`src/rtl/fir_scie_pkg.sv`:
```
// Shared opcodes and FSM state encoding for the SCIE FIR sequencer.
package fir_scie_pkg;

    // Custom-instruction opcodes understood by the SCIE FIR unit.
    localparam logic [31:0] COEF_WR  = 32'd11;
    localparam logic [31:0] SMP_PUSH = 32'd43;
    localparam logic [31:0] RES_RD   = 32'd91;

    // Sequencer states: coefficient load, then the per-sample push/gap/read/capture walk.
    typedef enum logic [2:0] {
        IDLE,
        LOAD,
        PUSH,
        GAP,
        READ,
        CAP
    } state_t;

endpackage

```
`src/rtl/fir_res_fifo.sv`:
```
// Synchronous result FIFO with occupancy count; head reads as zero when empty.
module fir_res_fifo #(
    parameter int WIDTH = 32,
    parameter int DEPTH = 4
) (
    input  logic                     clock,
    input  logic                     reset,
    input  logic                     push,
    input  logic [WIDTH-1:0]         push_data,
    input  logic                     pop,
    output logic [WIDTH-1:0]         head,
    output logic [$clog2(DEPTH):0]   count
);

    localparam int PTR_W = $clog2(DEPTH);
    localparam int CNT_W = PTR_W + 1;

    logic [WIDTH-1:0] mem [DEPTH];
    logic [PTR_W-1:0] wr_ptr;
    logic [PTR_W-1:0] rd_ptr;
    logic             do_push;
    logic             do_pop;

    // A push while full is only taken when a pop frees the slot in the same cycle.
    assign do_pop  = pop && (count != '0);
    assign do_push = push && ((count != CNT_W'(DEPTH)) || do_pop);

    // Pointer and occupancy bookkeeping; pointers wrap naturally at the power-of-two depth.
    // NOTE: sequential state uses non-blocking assignments so every register samples pre-edge values.
    always_ff @(posedge clock or negedge reset) begin
        if (!reset) begin
            wr_ptr <= '0;
            rd_ptr <= '0;
            count  <= '0;
        end else begin
            if (do_push) wr_ptr <= wr_ptr + 1'b1;
            if (do_pop)  rd_ptr <= rd_ptr + 1'b1;
            case ({do_push, do_pop})
                2'b10:   count <= count + 1'b1;
                2'b01:   count <= count - 1'b1;
                default: count <= count;
            endcase
        end
    end

    // Storage array write port.
    // NOTE: the data array is deliberately not reset; validity is tracked by count alone.
    always_ff @(posedge clock) begin
        if (do_push) mem[wr_ptr] <= push_data;
    end

    // Gate the head so the output is a clean zero while empty (including right after reset).
    assign head = (count == '0) ? '0 : mem[rd_ptr];

endmodule

```
`src/rtl/fir_scie_sequencer.sv`:
```
// Drives the SCIE FIR unit: coefficient load, per-sample push/gap/read, result buffering.
module fir_scie_sequencer
    import fir_scie_pkg::*;
#(
    parameter int TAPS      = 5,
    parameter int XLEN      = 32,
    parameter int OUT_DEPTH = 4
) (
    input  logic            clock,
    input  logic            reset,
    input  logic            cfg_start,
    output logic            cfg_busy,
    input  logic            coef_valid,
    output logic            coef_ready,
    input  logic [XLEN-1:0] coef_data,
    input  logic            smp_valid,
    output logic            smp_ready,
    input  logic [XLEN-1:0] smp_data,
    output logic            res_valid,
    input  logic            res_ready,
    output logic [XLEN-1:0] res_data,
    output logic            scie_valid,
    output logic [31:0]     scie_insn,
    output logic [XLEN-1:0] scie_rs1,
    output logic [XLEN-1:0] scie_rs2,
    input  logic [XLEN-1:0] scie_rd
);

    localparam int IDX_W = (TAPS > 1) ? $clog2(TAPS) : 1;
    localparam int CNT_W = $clog2(OUT_DEPTH) + 1;
    localparam logic [IDX_W-1:0] LAST_IDX = IDX_W'(TAPS - 1);

    state_t            state, state_next;
    logic [IDX_W-1:0]  idx, idx_next;
    logic [XLEN-1:0]   sample, sample_next;
    logic              pending, pending_next;
    logic              coef_loaded, loaded_next;
    logic              fifo_push;
    logic [CNT_W-1:0]  fifo_count;

    // State register plus the index, sample latch, pending-start and loaded flags.
    always_ff @(posedge clock or negedge reset) begin
        if (!reset) begin
            state       <= IDLE;
            idx         <= '0;
            sample      <= '0;
            pending     <= 1'b0;
            coef_loaded <= 1'b0;
        end else begin
            state       <= state_next;
            idx         <= idx_next;
            sample      <= sample_next;
            pending     <= pending_next;
            coef_loaded <= loaded_next;
        end
    end

    // Next-state logic and SCIE/stream handshake outputs.
    // NOTE: every signal gets a default first so no path leaves one unassigned (no latches).
    always_comb begin
        state_next   = state;
        idx_next     = idx;
        sample_next  = sample;
        pending_next = pending;
        loaded_next  = coef_loaded;
        coef_ready   = 1'b0;
        smp_ready    = 1'b0;
        scie_valid   = 1'b0;
        scie_insn    = '0;
        scie_rs1     = '0;
        scie_rs2     = '0;
        fifo_push    = 1'b0;

        // A start request during a sample is remembered and served after its capture.
        if (cfg_start && (state inside {PUSH, GAP, READ})) pending_next = 1'b1;

        case (state)
            IDLE: begin
                if (cfg_start) begin
                    state_next = LOAD;
                    idx_next   = '0;
                end else if (coef_loaded && smp_valid &&
                             (fifo_count < CNT_W'(OUT_DEPTH))) begin
                    // Accepting here reserves the FIFO slot the capture will use.
                    smp_ready   = 1'b1;
                    sample_next = smp_data;
                    state_next  = PUSH;
                end
            end
            LOAD: begin
                coef_ready = 1'b1;
                if (coef_valid) begin
                    scie_valid = 1'b1;
                    scie_insn  = COEF_WR;
                    scie_rs1   = coef_data;
                    scie_rs2   = XLEN'(idx);
                end
                if (cfg_start) begin
                    // A fresh start restarts the table from index 0.
                    idx_next = '0;
                end else if (coef_valid) begin
                    if (idx == LAST_IDX) begin
                        loaded_next = 1'b1;
                        idx_next    = '0;
                        state_next  = IDLE;
                    end else begin
                        idx_next = idx + 1'b1;
                    end
                end
            end
            PUSH: begin
                scie_valid = 1'b1;
                scie_insn  = SMP_PUSH;
                scie_rs1   = sample;
                state_next = GAP;
            end
            GAP: begin
                state_next = READ;
            end
            READ: begin
                scie_valid = 1'b1;
                scie_insn  = RES_RD;
                state_next = CAP;
            end
            CAP: begin
                fifo_push = 1'b1;
                if (pending || cfg_start) begin
                    state_next   = LOAD;
                    idx_next     = '0;
                    pending_next = 1'b0;
                end else begin
                    state_next = IDLE;
                end
            end
            default: state_next = IDLE;
        endcase
    end

    assign cfg_busy  = (state != IDLE) || pending;
    assign res_valid = (fifo_count != '0);

    fir_res_fifo #(
        .WIDTH (XLEN),
        .DEPTH (OUT_DEPTH)
    ) u_res_fifo (
        .clock     (clock),
        .reset     (reset),
        .push      (fifo_push),
        .push_data (scie_rd),
        .pop       (res_valid && res_ready),
        .head      (res_data),
        .count     (fifo_count)
    );

endmodule

```
`config.mk`:
```
export PLATFORM = sky130hd
export DESIGN_NAME = fir_scie_sequencer
export DESIGN_NICKNAME = d
export VERILOG_FILES = /design/src/rtl/fir_scie_pkg.sv /design/src/rtl/fir_res_fifo.sv /design/src/rtl/fir_scie_sequencer.sv
export SDC_FILE = /design/constraint.sdc
export NUM_CORES = 1
export LEC_CHECK = 0
export ABC_AREA = 1
export BUFFER_PORTS_ARGS = -buffer_cell sky130_fd_sc_hd__buf_2
export CELL_PAD_IN_SITES_DETAIL_PLACEMENT = 1
export CELL_PAD_IN_SITES_GLOBAL_PLACEMENT = 2
export CORE_ASPECT_RATIO = 0.75
export CORE_MARGIN = 1.5
export CORE_UTILIZATION = 34
export CTS_CLUSTER_SIZE = 10
export DETAILED_ROUTE_END_ITERATION = 6
export PLACE_DENSITY = 0.88
export SYNTH_ARGS = -nofsm -noshare
export SYNTH_HDL_FRONTEND = slang
export SYNTH_SLANG_ARGS = --single-unit
```
`constraint.sdc`:
```
create_clock -name clock -period 5.6 [get_ports clock]
set_input_delay 1.4 -clock clock [delete_from_list [all_inputs] [get_ports clock]]
set_output_delay 1.4 -clock clock [all_outputs]
set_load 0.02 [all_outputs]
```
* Yosys cells after proc, flatten, opt, wreduce, memory -nomap -nowiden
Memory sizes are Yosys's and may differ from the RTL's.
Cells that the tools add are included.
** Storage, ports and cells
- Register bits :: 47
- Bits in latches :: 0
- Bits in writable memories :: 128
- ROM bits :: 0
- Bits of input ports :: 102
- Output and inout port bits :: 133
- Logic and storage cells :: 86
- Memories :: 1
** Memories
- u_res_fifo.mem :: words 4, width 32, rd ports 1, clocked after memory_dff 0, write ports 1, line fir_res_fifo.sv:18 : logic [WIDTH-1:0] mem [DEPTH];
** Cells by class
- Add/subtract/negate cells :: 5
- Multiply operators :: 0
- Divide/modulo/power cells :: 0
- $lt $le $gt $ge :: 1
- Equal/unequal tests :: 16
- Shift-type cells :: 0
- Muxes and demuxes :: 33
- Bitwise logic cells :: 1
- Reductions and logical operators :: 21
** Operators by type and width (number)
- 32-bit two-way mux :: 2
- 32-bit one-hot mux with 2 select lines :: 1
- 3-bit two-way mux :: 12
- 7-bit one-hot mux with 3 select lines :: 1
- 3-bit one-hot mux with 6 select lines :: 1
- 1-bit two-way mux :: 12
- 4-bit AND reduction :: 3
- 3-bit nonzero test :: 4
- 2-bit inequality test, second input constant :: 5
- 3-bit == test, second input constant :: 3
- 3-bit inequality test, second input constant :: 3
- 3-bit one-hot mux with 3 select lines :: 1
- 3-bit by 1-bit adder with 3-bit output, second input constant :: 2
- 3-bit by 2-bit == test with 1-bit output, second input constant :: 2
- 1-bit logical AND :: 6
- 3-bit zero test :: 2
- 3-bit one-hot mux with 2 select lines :: 1
- 2-bit by 1-bit adder with 2-bit output, second input constant :: 2
- 4-bit two-way mux :: 1
- 3-bit by 1-bit == test with 1-bit output, second input constant :: 1
- 1-bit logical OR :: 3
- 3-bit less-than comparator, second input constant :: 1
- 3-bit AND reduction :: 1
- 3-bit by 1-bit subtractor with 3-bit output, second input constant :: 1
- 6 further kinds :: 6

* Logic depth before layout (Yosys ltp)
Gate-level depths: netlist (run 1).
- Word-level depth :: 7
- Depth in mapped cells :: 10
- Gate-level depth less buffers :: 10

* By module
From an unflattened synthesis (run 1), not the netlist that was laid out.
** Second synthesis, totals
- Cell total of the unflattened synthesis :: 794
- Area, all modules :: 8200.4 um^2
** Modules (own cells, without submodules)
- fir_res_fifo :: instances 1, cells each 434, area an instance 5415.2 um^2
- fir_scie_sequencer :: instances 1, cells each 360, area an instance 2785.2 um^2

* Worst setup path before layout (run 1)
OpenSTA, ideal clock, no wires.
- Path kind :: input-to-output
- Start point :: input port coef_valid
- End point :: output port scie_rs1[26]
- Data arrival time :: 2261 ps
- Path slack :: 1939 ps
- Cell stages on the path :: 4
- Path buffers :: 2
- Cell sequence :: clkbuf_1 > clkbuf_1 > nand3_1 > o21ai_0
** Between the ends
- Word-level cells in the longest chain between the ends :: 2
** RTL lines
- start: declaration :: line fir_scie_sequencer.sv:13 : input logic coef_valid,
- 32-bit two-way mux :: line fir_scie_sequencer.sv:92 : if (coef_valid) begin
- 32-bit one-hot mux with 2 select lines :: line fir_scie_sequencer.sv:77 : case (state)
- end: declaration :: line fir_scie_sequencer.sv:24 : output logic [XLEN-1:0] scie_rs1,
No other way between the ends.

* Worst setup path in the final report (run 1)
- Start point :: register state[2]
- End point :: output port scie_rs1[15]
** Between the ends
- Word-level cells in the longest chain between the ends :: 2
- Elaborated cells between the ends (all ways) :: 3
- Those cells by class :: 2 x eq/ne; 1 x mux
** RTL lines
- start: declaration :: line fir_scie_sequencer.sv:33 : state_t state, state_next;
- start signal: assignment :: line fir_scie_sequencer.sv:50 : state <= state_next;
- 3-bit by 2-bit == test with 1-bit output / 3-bit by 1-bit == test with 1-bit output (equally long branches) :: line fir_scie_sequencer.sv:77
- 32-bit one-hot mux with 2 select lines (*) :: line fir_scie_sequencer.sv:77
Mark *: on every way between the ends. The rest lies on a longest branch, timed or not.

==> results_dict.tcl, run 1 <==
set metrics [dict create \
    synth_top_family_by_area "simple AND/OR/NAND/NOR gates" \
    drive_gt1_frac 0.239 \
    rr_worst_depth 4 \
    r2r_start "state[2]" \
    cts_tree "built" \
    placed_cell_area_sq_um 8900 \
    powerDensity_nw_per_um2 497 \
    drt-met1-wl_microns 8630 \
    vdd_drop_max_mv 0.282 \
    dr_total_vias 5819 \
    r2r-end "u_res_fifo.mem[1][19]" \
    worstMarginPinSlew_ps 1120 \
    yosysSeqAreaShare 0.628 \
    worstHoldPathType "flop to flop" \
    synth.area.mux_share 0 \
    drv_slew 0 \
    maxCapViolations 0 \
    die-width_microns 180 \
    clk_path_buf_depth 2 \
    portBuffers 179 \
    grt_pass1_wl_microns 30500 \
    skew_ps 12.2 \
    synth_compound_area_frac 0.106 \
    syn_inst 785 \
    pin_count 235 \
    nFillCells 2684 \
    end_kind "output port" \
    leakagePower_nw 4.04 \
    highest_layer "met5" \
    power_frac_seq 0.343 \
    critical_path_class "flop to output port" \
    synth_warnings 0 \
    async_flop_share 0.269 \
    worst_setup_path_start_kind "flop" \
    numCtsBuffers 17 \
    antenna_found_initial 3 \
    syn-cell-area_sq_um 8000 \
    swShare 0.422 \
    vias_per_cell 4.63 \
    r2r_slack_ps 3020 \
    hold_viol 0 \
    grt_pass1_vias 5845 \
    grtUsageTotal 0.163 \
    overflow 0 \
    avgSynthCellArea_sq_um 10.2 \
    violations "design-rule violations" \
    synth_top_area_frac 0.481 \
    routedWlPerCell_microns 15.6 \
    path_max_fanout 34 \
    drc 10 \
    p_int_mw 2.74 \
    cts-root-buf "clkbuf_16" \
    yosys_register_bits 175 \
    final_util 0.413 \
    post_cts_buffers 0 \
    drtAntennaViolNets 0 \
    rsz0062_at_grt "false" \
    min_from "coef_loaded" \
    grt_start_max_net_pins 66 \
    yosysTopAreaCell "edfxtp_1" \
    final_nets 1055 \
    min_to "coef_loaded" \
    total_power_mw 4.74 \
    synth_edf_count 128 \
    p_switching_mw 2.00 \
    dr_wl_met2_microns 9360 \
    cts.repair.resized 0 \
    drt-pass1-iter-count 7 \
    clkPwrFrac 0.259 \
    synth_xor_area_frac 0.00438 \
    tns_ps 0 \
    period_minus_slack_ps 4140 \
    timing.hold.ws_ps 467 \
    fin_crit_sh 0.740 \
    fp-row-count 48 \
    clk_pin_slew_ps 80 \
    clk_latency_ps 440 \
    area_delta_synth_final_pct 19.1 \
    setup_slack_ps 1460 \
    h-tree-depth 4 \
    pwr-share-comb 0.398 \
    fp.dieH_microns 136 \
    fmax_mhz 241 \
    dpl.hpwl_microns 12700 \
    synth.area.top_cells "edfxtp_1, dfrtp_1, o21ai_0" \
    ys.flop_type "edfxtp_1" \
    cp_data_required_time_ps 4200 \
    dpl.cell_count 1225 \
    hold-path-cell-count 2 \
    synth-simple-area-share 0.136 \
    fin_cells 1258 \
    synth_cell_types 26 \
    die_area_sq_um 24500 \
    hold_buffers 0 \
    place_congestion 0.762 \
    drtIter0Drc 216 \
    maxSlewHeadroom 0.249 \
    postLayoutCellArea_sq_um 9530 \
    core_area_sq_um 23100 \
    setup_viol 0 \
    start_util 0.347 \
    wirelength_microns 19700 \
    synthAdderAreaFrac 0.0150 \
    dp_slack_ps 1690 \
    wl_met3_microns 1320 \
    worst_ep_arrival_time_ps 2740 \
    status "finished with violations" \
    clock-sinks 175 \
]
registers in the layout, summed over array words and instances (netlist names):
signal             flops
u_res_fifo.mem       128
sample                32
idx                    3
state                  3
u_res_fifo.count       3
u_res_fifo.rd_ptr      2
u_res_fifo.wr_ptr      2
coef_loaded            1
pending                1
synthesized netlist by cell type (2+ instances only):
library cell  instances
o21ai_0             112
inv_1                60
edfxtp_1            128
nor2_1              148
clkbuf_1             21
nor2_2                2
buf_6                 4
xor2_1                3
a21oi_1              37
buf_4                64
nand3_1              46
dfrtp_1              47
ha_1                  8
nand2_1              64
buf_2                11
o21ai_1              20
power by group through the flow:
| stage | sequential (mW) | combinational (mW) | clock (mW) |
|---|---|---|---|
| after global routing | 1.65 | 2.09 | 1.30 |
| after detailed placement | 1.66 | 1.90 | 0 |
| after floorplan | 1.62 | 1.36 | 0 |
| after CTS | 1.63 | 1.91 | 1.25 |
| after global placement | 1.65 | 1.85 | 0 |
| final | 1.63 | 1.88 | 1.22 |
placed cells by master (no fill, tap or decap), types with 3 or more instances in the layout:
cell type	n
ha_1	8
buf_4	7
xor2_1	3
clkinv_8	4
inv_8	6
nor2_4	6
conb_1	55
inv_12	3
o21ai_1	20
clkbuf_16	17
nand3_1	46
edfxtp_1	128
nor2_1	144
o21ai_0	112
dfrtp_1	46
a21oi_1	37
nand2_1	64
buf_2	179
inv_1	60
worst max-delay path: stages (launching register included):
cell and delay (ps):
dfrtp_1 480, inv_1 190, nand3_1 790, o21ai_0 570
buf_2 250
per-layer routing:
| metal | vias to the layer above | global-route usage |
|---|---|---|
| met1 | 2765 | 0.199 |
| met2 | 180 | 0.281 |
| met3 | 31 | 0.0477 |
| met4 | 6 | 0.0523 |
| met5 | - | 0 |
| li1 | 2837 | - |
kinds of logic after synthesis:
group / after synthesis
fa+ha+maj: 9
flops: 175
buf+inv: 161
other cells: 1
xor+xnor: 4
simple gates: 266
compound gates: 169
cell type report:
| class | instances | area [sq um] | area share |
|---|---|---|---|
| clock inverters | 15 | 199 | 0.0209 |
| clock buffers | 17 | 425 | 0.0447 |
| diodes | 1 | 2.50 | 0.000263 |
| inverters | 61 | 229 | 0.0240 |
| multi-input cells | 503 | 2330 | 0.244 |
| well taps | 300 | 375 | 0.0394 |
| repair buffers | 186 | 948 | 0.0996 |
| flip-flops and latches | 175 | 5020 | 0.527 |
worst max path at each step:
| stage | slack (ps) | cells past startpoint | startpoint | endpoint |
|---|---|---|---|---|
| global route | 1110 | 4 | state[2] | scie_rs1[15] |
| global placement | 1730 | 4 | coef_valid | scie_insn[1] |
| floorplan | 1940 | 4 | coef_valid | scie_rs1[26] |
| finish | 1460 | 4 | state[2] | scie_rs1[15] |
| CTS | 1390 | 4 | state[2] | scie_rs1[15] |
| detailed placement | 1690 | 4 | coef_valid | scie_valid |
Note: power is estimated with default switching activity, not from simulation.
==> inputs of run 2 (changes only) <==
--- a/config.mk
+++ b/config.mk
@@ -5,16 +5,16 @@
 export SDC_FILE = /design/constraint.sdc
 export NUM_CORES = 1
 export LEC_CHECK = 0
-export ABC_AREA = 1
+export ABC_AREA = 0
 export BUFFER_PORTS_ARGS = -buffer_cell sky130_fd_sc_hd__buf_2
 export CELL_PAD_IN_SITES_DETAIL_PLACEMENT = 1
 export CELL_PAD_IN_SITES_GLOBAL_PLACEMENT = 2
 export CORE_ASPECT_RATIO = 0.75
 export CORE_MARGIN = 1.5
-export CORE_UTILIZATION = 34
+export CORE_UTILIZATION = 36
 export CTS_CLUSTER_SIZE = 10
 export DETAILED_ROUTE_END_ITERATION = 6
-export PLACE_DENSITY = 0.88
+export PLACE_DENSITY = 0.83
 export SYNTH_ARGS = -nofsm -noshare
 export SYNTH_HDL_FRONTEND = slang
 export SYNTH_SLANG_ARGS = --single-unit
==> constraint.sdc (replaced) <==
create_clock -name clock -period 4.3 [get_ports clock]
set_input_delay 1.075 -clock clock [delete_from_list [all_inputs] [get_ports clock]]
set_output_delay 1.075 -clock clock [all_outputs]
set_load 0.02 [all_outputs]
==> run 2 against run 1 <==
Compared with the run above:
- die area down 6.5%
- critical path depth rose by 2
- critical path type unchanged
- the flow now finishes without violations
- sequential share of layout area grew 0.48 points
- power rose by 19%
- register-to-register slack lost 1500 ps
- utilization grew 2.9 points
- critical endpoint is now scie_insn[1]
- sequential power increased by 33%
- clock-buffer cell count stayed put
- clock power increased by 31%
- largest cell class unchanged
- highest routed layer is now met4
- area after synthesis fell by 1.1%
- hold slack improved by 6.3 ps
==> results_dict.tcl, run 2 <==
set metrics [dict create \
    status "finished clean" \
    ys.flop_type "edfxtp_1" \
    leakagePower_nw 4.02 \
    async_flop_share 0.269 \
    drc 0 \
    yosysSeqAreaShare 0.635 \
    cpMaxStageDelayCell "dfrtp_1" \
    pin_count 235 \
    timing.hold.ws_ps 473 \
    cts_tree "built" \
    postLayoutCellArea_sq_um 9440 \
    grt_start_max_net_pins 48 \
    antenna_found_initial 0 \
    h-tree-depth 4 \
    synth.area.top_cells "edfxtp_1, dfrtp_1, mux4_2" \
    hold_viol 0 \
    end_kind "output port" \
    powerDensity_nw_per_um2 596 \
    clk_pin_slew_ps 70 \
    nFillCells 2181 \
    yosysTopAreaCell "edfxtp_1" \
    syn-cell-area_sq_um 7910 \
    fin_cells 945 \
    die_area_sq_um 22900 \
    final_cell_mix "buf_2, edfxtp_1, conb_1" \
    area_delta_synth_final_pct 19.3 \
    vdd_drop_max_mv 0.310 \
    n_antenna_cell 0 \
    maxSlewHeadroom 0.236 \
    synth_top_area_frac 0.486 \
    die-width_microns 174 \
    drt-pass1-iter-count 4 \
    final_nets 755 \
    worst_ep_arrival_time_ps 2390 \
    overflow 0 \
    synth_cell_types 44 \
    worst_setup_path_start_kind "flop" \
    multiInputGateArea_sq_um 2440 \
    numCtsBuffers 17 \
    wirelength_microns 17100 \
    yosys_register_bits 175 \
    final_common_cell "buf_2" \
    drv_slew 0 \
    clk_path_buf_depth 2 \
    tns_ps 0 \
    clk_latency_ps 420 \
    avgSynthCellArea_sq_um 16.8 \
    grt_pass1_wl_microns 27100 \
    drive_gt1_frac 0.441 \
    path_max_fanout 33 \
    clock-sinks 175 \
    register_area_sq_um 5020 \
    post_cts_buffers 0 \
    vias_per_cell 4.70 \
    synth_warnings 0 \
    maxCapViolations 0 \
    cp_cell_sequence "nor3b_1, buf_4, and2_1, buf_4, or3_1, buf_2" \
    crit_top_cell "buf_4" \
    placed_cell_area_sq_um 8830 \
    portBuffers 179 \
    drtIter0Drc 180 \
    fp.dieH_microns 131 \
    skew_ps 9.28 \
    hold_buffers 0 \
    dp_slack_ps 1020 \
    synth_commonest_cells "edfxtp_1, buf_4, dfrtp_1, and2_1" \
    fp-row-count 46 \
    drtAntennaViolNets 0 \
    critical_path_class "flop to output port" \
    cp_data_required_time_ps 3220 \
    regMostFlops "u_res_fifo.mem" \
    worstHoldPathType "flop to flop" \
    dpl.hpwl_microns 11500 \
    grtUsageTotal 0.155 \
    setup_viol 0 \
    syn_inst 472 \
    biggestRegsByFlops "u_res_fifo.mem: 128 flops, sample: 32 flops" \
    dr_total_vias 4439 \
    period_minus_slack_ps 3470 \
    fin_crit_sh 0.806 \
    core_area_sq_um 21400 \
    fmax_mhz 288 \
    largest_register_ff_count 128 \
    start_util 0.370 \
    routedWlPerCell_microns 18.1 \
    synth_edf_count 128 \
    cts.repair.resized 0 \
    cts-root-buf "clkbuf_16" \
    dpl.cell_count 913 \
    grt_pass1_vias 4805 \
    critPathMaxStageDelay_ps 690 \
    total_power_mw 5.63 \
    setup_slack_ps 833 \
    rsz0062_at_grt "false" \
    worstMarginPinSlew_ps 1150 \
    synthMostInstantiatedCell "edfxtp_1" \
    place_congestion 0.766 \
    final_util 0.442 \
]
[run 2: changes by cell type after synthesis, sizes merged, moves of 33 or more]
cell | before | now
a21oi | 37 | 1
and2 | 1 | 38
inv | 61 | 15
mux2 | 0 | 33
nand2 | 65 | 3
nand3 | 47 | 3
nor2 | 151 | 5
o21ai | 132 | 4
[run 2: worst paths after layout]
kind / startpoint / endpoint / slack (ps) / cells past startpoint
max: state[2] / scie_insn[1] / 830 / 6
min: u_res_fifo.rd_ptr[1] / u_res_fifo.rd_ptr[1] / 470 / 1
max reg2reg: u_res_fifo.count[2] / u_res_fifo.count[2] / 1520 / 8
min reg2reg: u_res_fifo.rd_ptr[1] / u_res_fifo.rd_ptr[1] / 470 / 1
max in group asynchronous: reset / u_res_fifo.rd_ptr[0] / 2710 / 1
min in group asynchronous: reset / sample[11] / 860 / 1
[run 2: layout make-up]
class / count / area share
clock inverters: 15 / 0.0191
inverters: 15 / 0.00596
flip-flops and latches: 175 / 0.532
multi-input cells: 250 / 0.259
well taps: 288 / 0.0382
repair buffers: 185 / 0.101
clock buffers: 17 / 0.0451
[run 2: cells by family after synthesis]
family / Yosys count / synth area share
AO/OA/AOI/OAI: 46 / 0.0487
multiplexers: 67 / 0.154
XOR/XNOR: 7 / 0.00775
adder cells (fa/ha/maj): 9 / 0.0152
other: 1 / 0.000474
AND/OR/NAND/NOR: 66 / 0.0558
buffers and inverters: 101 / 0.0835
flip-flops: 175 / 0.635
[run 2: critical path: cells and delay by family, from the launching register on]
kind,cells,cell delay [ps]
buf+inv,3,600
flops,1,690
simple gates,3,680
[run 2: where the power goes]
| part | switching [mW] | internal, mW |
|---|---|---|
| clock network | 0.673 | 0.926 |
| registers | 0.185 | 1.98 |
| logic | 0.993 | 0.872 |
| total | 1.85 | 3.78 |
[run 2: per-layer routing]
| layer | up-vias | wire (microns) | GRT usage |
|---|---|---|---|
| li1 | 2005 | - | - |
| met1 | 2287 | 7270 | 0.194 |
| met2 | 130 | 8930 | 0.268 |
| met3 | 17 | 684 | 0.0315 |
| met4 | 0 | 213 | 0.0498 |
| met5 | - | 0 | 0 |
